**src/rtl/chip8_mem_if.sv**
```systemverilog
// Processor <-> memory-responder request/response bus.
// master: chip8 processor side, slave: chip8_mem_responder side.
interface chip8_mem_if;
    logic [11:0] proc_addr_in;
    logic        proc_we_in;
    logic        proc_valid_in;
    logic [7:0]  proc_data_in;
    logic [1:0]  proc_type_in;
    logic        proc_ready_out;
    logic        proc_valid_out;
    logic [7:0]  proc_data_out;

    modport master (
        output proc_addr_in,
        output proc_we_in,
        output proc_valid_in,
        output proc_data_in,
        output proc_type_in,
        input  proc_ready_out,
        input  proc_valid_out,
        input  proc_data_out
    );

    modport slave (
        input  proc_addr_in,
        input  proc_we_in,
        input  proc_valid_in,
        input  proc_data_in,
        input  proc_type_in,
        output proc_ready_out,
        output proc_valid_out,
        output proc_data_out
    );
endinterface

```
**src/rtl/chip8_mem_responder.sv**
```systemverilog
// chip8_mem_responder: serves processor memory requests. REG-type requests hit
// the internal architectural register file (V0-VF, I, PC, DT, ST, SP); RAM-type
// requests pass straight through to the external BRAM port. Every accepted read
// returns exactly READ_LATENCY cycles later, in issue order.
// Optional feature macro: CHIP8_MEM_TIMERS_EN (60 Hz DT/ST decrement + audio).
module chip8_mem_responder #(
    parameter int unsigned READ_LATENCY = 2,
    parameter logic [11:0] PC_RESET     = 12'h200
) (
    input  logic        clk_in,
    input  logic        rst_in,
    chip8_mem_if.slave  bus,
    input  logic        ram_busy_in,
    output logic [11:0] ram_addr_out,
    output logic        ram_en_out,
    output logic        ram_we_out,
    output logic [7:0]  ram_data_out,
    input  logic [7:0]  ram_data_in,
    input  logic        timer_decr_in,
    output logic        audio_out,
    output logic [1:0]  error_out
);

    localparam int unsigned DATA_W   = 8;
    localparam int unsigned NUM_REGS = 23;
    localparam int unsigned REG_PCH  = 18;
    localparam int unsigned REG_PCL  = 19;
`ifdef CHIP8_MEM_TIMERS_EN
    localparam int unsigned REG_DT   = 20;
    localparam int unsigned REG_ST   = 21;
`endif

    localparam logic [1:0] TYPE_RAM = 2'd0;
    localparam logic [1:0] TYPE_REG = 2'd1;

    localparam logic [1:0] ERR_NONE     = 2'd0;
    localparam logic [1:0] ERR_BAD_TYPE = 2'd1;
    localparam logic [1:0] ERR_BAD_REG  = 2'd2;

    logic [DATA_W-1:0] regs [NUM_REGS];

    logic              ready;
    logic              accept;
    logic              is_ram;
    logic              is_reg;
    logic              bad_type;
    logic [4:0]        reg_idx;
    logic              reg_addr_ok;
    logic              rd_accept;
    logic              reg_wr;
    logic [DATA_W-1:0] rd_data;

    logic [READ_LATENCY-1:0] pipe_valid;
    logic [READ_LATENCY-1:0] pipe_ram;
    logic [DATA_W-1:0]       pipe_data [READ_LATENCY];

    // Request decode; readiness gates every type so ordering stays trivial.
    always_comb begin
        ready       = !ram_busy_in && !rst_in;
        accept      = bus.proc_valid_in && ready;
        is_ram      = (bus.proc_type_in == TYPE_RAM);
        is_reg      = (bus.proc_type_in == TYPE_REG);
        bad_type    = bus.proc_type_in[1];
        reg_idx     = bus.proc_addr_in[4:0];
        reg_addr_ok = (bus.proc_addr_in[11:5] == 7'd0) && (reg_idx < 5'(NUM_REGS));
        rd_accept   = accept && !bus.proc_we_in;
        reg_wr      = accept && bus.proc_we_in && is_reg && reg_addr_ok;
        rd_data     = '0;
        if (is_reg && reg_addr_ok) begin
            rd_data = regs[reg_idx];
        end
    end

    assign bus.proc_ready_out = ready;

    // BRAM port is a same-cycle passthrough of accepted RAM requests.
    always_comb begin
        ram_en_out   = accept && is_ram;
        ram_we_out   = accept && is_ram && bus.proc_we_in;
        ram_addr_out = bus.proc_addr_in;
        ram_data_out = bus.proc_data_in;
    end

    // Architectural register file; a processor write beats a timer decrement.
    always_ff @(posedge clk_in) begin
        if (rst_in) begin
            for (int unsigned i = 0; i < NUM_REGS; i++) begin
                regs[i] <= '0;
            end
            regs[REG_PCH] <= {4'h0, PC_RESET[11:8]};
            regs[REG_PCL] <= PC_RESET[7:0];
        end else begin
`ifdef CHIP8_MEM_TIMERS_EN
            if (timer_decr_in) begin
                if (regs[REG_DT] != 8'd0) begin
                    regs[REG_DT] <= regs[REG_DT] - 8'd1;
                end
                if (regs[REG_ST] != 8'd0) begin
                    regs[REG_ST] <= regs[REG_ST] - 8'd1;
                end
            end
`endif
            if (reg_wr) begin
                regs[reg_idx] <= bus.proc_data_in;
            end
        end
    end

`ifdef CHIP8_MEM_TIMERS_EN
    // Sound is on while the sound timer is nonzero.
    always_ff @(posedge clk_in) begin
        if (rst_in) begin
            audio_out <= 1'b0;
        end else begin
            audio_out <= (regs[REG_ST] != 8'd0);
        end
    end
`else
    logic unused_timer_decr;
    assign unused_timer_decr = timer_decr_in;
    assign audio_out         = 1'b0;
`endif

    // Sticky error: first offending request wins until reset.
    always_ff @(posedge clk_in) begin
        if (rst_in) begin
            error_out <= ERR_NONE;
        end else if (accept && (error_out == ERR_NONE)) begin
            if (bad_type) begin
                error_out <= ERR_BAD_TYPE;
            end else if (is_reg && !reg_addr_ok) begin
                error_out <= ERR_BAD_REG;
            end
        end
    end

    // Read-response delay line; REG data rides along, RAM data joins at the end.
    always_ff @(posedge clk_in) begin
        if (rst_in) begin
            pipe_valid <= '0;
            pipe_ram   <= '0;
            for (int unsigned i = 0; i < READ_LATENCY; i++) begin
                pipe_data[i] <= '0;
            end
        end else begin
            for (int unsigned i = READ_LATENCY - 1; i > 0; i--) begin
                pipe_valid[i] <= pipe_valid[i-1];
                pipe_ram[i]   <= pipe_ram[i-1];
                pipe_data[i]  <= pipe_data[i-1];
            end
            pipe_valid[0] <= rd_accept;
            pipe_ram[0]   <= rd_accept && is_ram;
            pipe_data[0]  <= rd_data;
        end
    end

    // Response output; RAM data is taken from the BRAM in the response cycle.
    always_comb begin
        bus.proc_valid_out = pipe_valid[READ_LATENCY-1] && !rst_in;
        bus.proc_data_out  = '0;
        if (bus.proc_valid_out) begin
            bus.proc_data_out = pipe_ram[READ_LATENCY-1] ? ram_data_in
                                                         : pipe_data[READ_LATENCY-1];
        end
    end

endmodule

```
**src/flat_wrapper.sv**
```systemverilog
// flat-port wrapper written by rule: the top's interface ports become plain ports
module chip8_mem_responder_flat 
#(
    parameter int unsigned READ_LATENCY = 2,
    parameter logic [11:0] PC_RESET     = 12'h200
)
  (clk_in, rst_in, ram_busy_in, ram_addr_out, ram_en_out, ram_we_out, ram_data_out, ram_data_in, timer_decr_in, audio_out, error_out, bus_proc_addr_in, bus_proc_we_in, bus_proc_valid_in, bus_proc_data_in, bus_proc_type_in, bus_proc_ready_out, bus_proc_valid_out, bus_proc_data_out);
  chip8_mem_if bus_i ();
  input  logic clk_in;
  input  logic rst_in;
  input  logic ram_busy_in;
  output logic [11:0] ram_addr_out;
  output logic ram_en_out;
  output logic ram_we_out;
  output logic [7:0] ram_data_out;
  input  logic [7:0] ram_data_in;
  input  logic timer_decr_in;
  output logic audio_out;
  output logic [1:0] error_out;
  input wire logic [$bits(bus_i.proc_addr_in)-1:0] bus_proc_addr_in;
  input wire logic [$bits(bus_i.proc_we_in)-1:0] bus_proc_we_in;
  input wire logic [$bits(bus_i.proc_valid_in)-1:0] bus_proc_valid_in;
  input wire logic [$bits(bus_i.proc_data_in)-1:0] bus_proc_data_in;
  input wire logic [$bits(bus_i.proc_type_in)-1:0] bus_proc_type_in;
  output wire logic [$bits(bus_i.proc_ready_out)-1:0] bus_proc_ready_out;
  output wire logic [$bits(bus_i.proc_valid_out)-1:0] bus_proc_valid_out;
  output wire logic [$bits(bus_i.proc_data_out)-1:0] bus_proc_data_out;
  assign bus_i.proc_addr_in = bus_proc_addr_in;
  assign bus_i.proc_we_in = bus_proc_we_in;
  assign bus_i.proc_valid_in = bus_proc_valid_in;
  assign bus_i.proc_data_in = bus_proc_data_in;
  assign bus_i.proc_type_in = bus_proc_type_in;
  assign bus_proc_ready_out = bus_i.proc_ready_out;
  assign bus_proc_valid_out = bus_i.proc_valid_out;
  assign bus_proc_data_out = bus_i.proc_data_out;
  chip8_mem_responder #(.READ_LATENCY(READ_LATENCY), .PC_RESET(PC_RESET)) u_core (.clk_in(clk_in), .rst_in(rst_in), .bus(bus_i), .ram_busy_in(ram_busy_in), .ram_addr_out(ram_addr_out), .ram_en_out(ram_en_out), .ram_we_out(ram_we_out), .ram_data_out(ram_data_out), .ram_data_in(ram_data_in), .timer_decr_in(timer_decr_in), .audio_out(audio_out), .error_out(error_out));
endmodule
```
**config.mk**
```make
export PLATFORM = sky130hd
export DESIGN_NAME = chip8_mem_responder_flat
export DESIGN_NICKNAME = d
export VERILOG_FILES = /design/src/rtl/chip8_mem_if.sv /design/src/rtl/chip8_mem_responder.sv /design/src/flat_wrapper.sv
export SDC_FILE = /design/constraint.sdc
export NUM_CORES = 1
export LEC_CHECK = 0
export ABC_AREA = 1
export CORE_MARGIN = 4
export CORE_UTILIZATION = 55
export CTS_BUF_LIST = sky130_fd_sc_hd__clkbuf_8
export DETAILED_ROUTE_END_ITERATION = 8
export GPL_TIMING_DRIVEN = 0
export PLACE_DENSITY = 0.76
export SLEW_MARGIN = 0
export SYNTH_ARGS = -nofsm -noshare
export SYNTH_HDL_FRONTEND = slang
export SYNTH_SLANG_ARGS = --single-unit
```
**constraint.sdc**
```tcl
create_clock -name clk_in -period 2.2 [get_ports clk_in]
set_input_delay 0.22 -clock clk_in [delete_from_list [all_inputs] [get_ports clk_in]]
set_output_delay 0.22 -clock clk_in [all_outputs]
set_load 0.02 [all_outputs]
```
==> results.txt <==
The run finished, with violations left. The checks that failed: setup timing. The total number of nets in the final design is roughly 1,600.

The number of vias after detailed routing came out at 10,770. TritonCTS built the clock tree. The initial antenna violation count was 0.

The class of the tightest hold or removal check is input pin to flop. Broken down by cell family, the worst path's largest delay share belongs to buffers and inverters. By area the synthesized netlist is led by edfxtp_1, nand2_1, nor3_2.

The maximum net fanout on the critical path is 10. The actual transition at the worst max-transition pin is 1.439 ns. The repair_antennas step left the layout with diodes totalling 0. The number of cells on the worst hold path is 2. Counting every sink on the clock net gives 278. The post-layout instance count excluding filler cells is 1,943. The number of buffers inserted for hold repair after clock tree synthesis came out at 0.

Counting both buffers and inverters, the worst setup path holds a total of 4. The end of the worst register-to-register path is u_core.pipe_data[0][0]. The layout has 1,885 filler cells.

After floorplanning, the core was divided into 57 placement rows. The synthesized netlist cell count came out at 1,404. The final hold slack is between 0.2 and 0.3 ns. Walking the worst path, the cells encountered are clkdlybuf4s50_1, inv_4, buf_4, clkbuf_1, o21ai_2.

The initial utilization of the core area, before any placement, comes to 55.92%. The worst-case headroom to the max-slew limit came out at 4.091%. In this run the critical register-to-register path is launched from u_core.regs[23][0]. The most used flip-flop cell after synthesis is edfxtp_1. Prior to clock tree synthesis, the placed netlist has a worst setup slack of -1.259 ns. The share of async-settable or async-resettable flops after synthesis is 0%. The die boundary width is 165.3 um. The tool flagged a number of max-cap violations equal to 0. The total global-route track usage came out at 28.55%. The minimum clock period came out at 2.245 ns. The number of storage elements in the synthesis netlist came out at ~280. The leakage power is 0.006319 uW. The post-placement cell count came out at 1,866. The fmax came out at 445.4 MHz. The worst setup path is launched from an input pin. In this run the register-to-register setup slack is 0.75 ns. The hold violation total from the final report is 0. The largest net degree at the start of global routing came out at 12. The final wirelength came out at 38.84 mm.

The post-route worst setup slack is -0.04523 ns. The final cell utilization of the core is 65.98%. The largest voltage drop on the vdd net came out at 365.7 uV. The die is between 150 and 200 um tall.

The data required time of the worst path is 2.41 ns. In the post-synthesis netlist, the cell with the most instances is nand2_1. The violation count after the first detailed-routing iteration came out at 1,489.

The tree is rooted in a clkbuf_8. Of the available clock period, the critical path in the final layout requires 102.1%. The total of warnings raised by yosys came out at 0. Tracing the worst setup path back leads to its startpoint at rst_in. The post-route DRC violation count came out at 0. The sequential cells in the finished layout cover a total of 8128 um2.

The worst setup path is captured at a flop. The power per unit of standard cell area is 705.8 nW/um2. The final setup skew came out at 0.02665 ns. The average wire length per cell after detail routing is 19.99 um. The first-pass GRT wire length came out at 57.68 mm.

After global routing the overflow that remains totals 0. The first detailed-routing pass took 8 iterations. The startpoint of the tightest hold check path is bus_proc_we_in. The area of the core region came out at 24,320 um2.

The area of the die is 27,310 um2. The via count of the first global-routing pass was 10,210. The total half-perimeter wirelength after legalization and detailed placement is 26.27 mm. The total number of H-tree levels is 2.

The register clock-pin slew on the reported worst setup and hold paths is 0.06 ns. The share of synthesized area occupied by flip-flops and latches is 59.76%. Setup violations remaining at the end of the flow were counted as 15. Counting instances in the post-synthesis netlist gives the leading cell types as nand2_1, edfxtp_1, nor3_2. Power comes to between 10,000 and 15,000 uW. Measured in cells, the most critical reg-to-reg path has a length of 8. Buffers inserted during clock tree synthesis total 44. The number of vias per cell is 5.540. The post-synthesis instance area is around 14,000 um2. The arrival time reported for the critical path endpoint came out at 2.46 ns. The detail route stage leaves a number of antenna-violating nets equal to 0. Setup repair after global routing could not meet its margin everywhere.

After synthesis, the largest area contributor takes up 56.52% of total cell area. The total I/O pin count is around 70. The leading area contributor after synthesis is edfxtp_1.

Counting along the longest clock path gives a buffer depth of 3. The clock latency on the worst-skew pair is between 0.5 and 0.6 ns. The capture endpoint of the worst hold path is u_core.pipe_ram[0]. The growth of design area from synthesis to finish is 17.98%. The count of input and output buffers is 66. The combined area of the multi-input logic cells is 5264 um2. The layout cell share with drive strength beyond 1 came out at 18.41%. Among all stages on the critical path, the largest delay is contributed by clkbuf_1. The number of pins exceeding their max-slew limit in the final report came out at 0. The mean cell area of the mapped netlist came out at 9.687 um2. Routability-driven placement finished with a final weighted congestion of 1.006. In this design, the stage delay of the slowest critical-path cell is about 1.1 ns. The number of enable-type register cells in the synthesized netlist came out at 256.

The distinct cell type count after synthesis came out at 27. By startpoint and endpoint, the worst setup path is classified as input pin to flop.
-- placed cells by master, fill, tap and decap left out, drive strengths merged --
cell type	n
dlygate4sd2	1
a21boi	1
nor2	42
nand2	696
edfxtp	256
dfxtp	22
bufinv	1
nand3	9
nand3b	1
inv	51
nand4	1
nor3	191
buf	77
or2	2
clkinv	4
conb	73
dlymetal6s2s	6
a21oi	18
o21ai	23
clkbuf	85
clkdlybuf4s50	59
-- worst max-delay path by stage --
stage          slack [ns]                  to  cells past startpoint
5_1_grt             -0.11   u_core.regs[1][5]                      8
3_5_place_dp        -1.26  u_core.regs[18][5]                      8
4_1_cts             -0.02  u_core.regs[19][4]                      8
6_report            -0.05  u_core.regs[12][5]                      5
3_3_place_gp        -1.21  u_core.regs[18][6]                      8
2_1_floorplan        0.02  u_core.regs[20][0]                      6
-- cells by family (layout without fill, tap and decap cells) --
kind of cell	after synthesis	in the layout	share of synthesized area [%]
buffers and inverters	141	284	5.354
AND/OR/NAND/NOR	942	942	33.27
other	1	73	0.02757
flip-flops	278	278	59.76
AO/OA/AOI/OAI	42	42	1.592
-- worst reg2reg max path, cell delays in order (launching register included) --
cell and delay [ns]:
edfxtp_1 0.43, nand2_1 0.10, nand2_1 0.06, nand2_1 0.05
nand2_1 0.11, nand2_1 0.08, nand2_1 0.06, nor2_1 0.27
a21oi_1 0.14
-- metrics by stage --
stage	setup TNS, ns	area, um2
after floorplan	0	13870
after global placement	-203.52	14940
after detailed placement	-216.46	14940
after CTS	-0.03853	15870
after global routing	-2.060	16050
final	-0.3672	16050
-- sequential cells by signal, summed over array words and instances, names as in the netlist --
| register | cells |
|---|---|
| u_core.error_out | 2 |
| u_core.pipe_valid | 2 |
| u_core.pipe_ram | 2 |
| u_core.regs | 256 |
| u_core.pipe_data | 16 |
-- where the power goes --
group | total (uW) | internal (uW) | switching, uW | leakage (uW)
clock | 3980 | 2030 | 1950 | 0.000470
combinational | 1210 | 348 | 859 | 0.00322
sequential | 6140 | 6060 | 82.4 | 0.00263
total | 11300 | 8430 | 2890 | 0.00632
-- final cells by class --
type / instances / share of cell area (%)
plain buffers: 111 / 3.868
repair buffers: 71 / 4.671
multi-input cells: 1057 / 32.81
well taps: 324 / 2.527
flip-flops and latches: 278 / 50.66
clock buffers: 46 / 3.946
inverters: 29 / 0.6940
clock inverters: 27 / 0.8344
-- repair_timing --
action | 4_1_cts | 5_1_grt
pin swaps | 1 | 2
buffers inserted | 2 | 3
gates resized for setup | 60 | 20
endpoints found under the setup margin | 193 | 147
-- routing by layer --
| metal | routed length, um | track usage [%] | vias to the layer above |
|---|---|---|---|
| li1 | - | - | 4930 |
| met1 | 13850 | 36.27 | 4949 |
| met2 | 17520 | 44.86 | 696 |
| met3 | 4851 | 7.148 | 190 |
| met4 | 2617 | 16.07 | 0 |
| met5 | 0 | 0 | - |
Note: power is estimated with default switching activity, not from simulation.
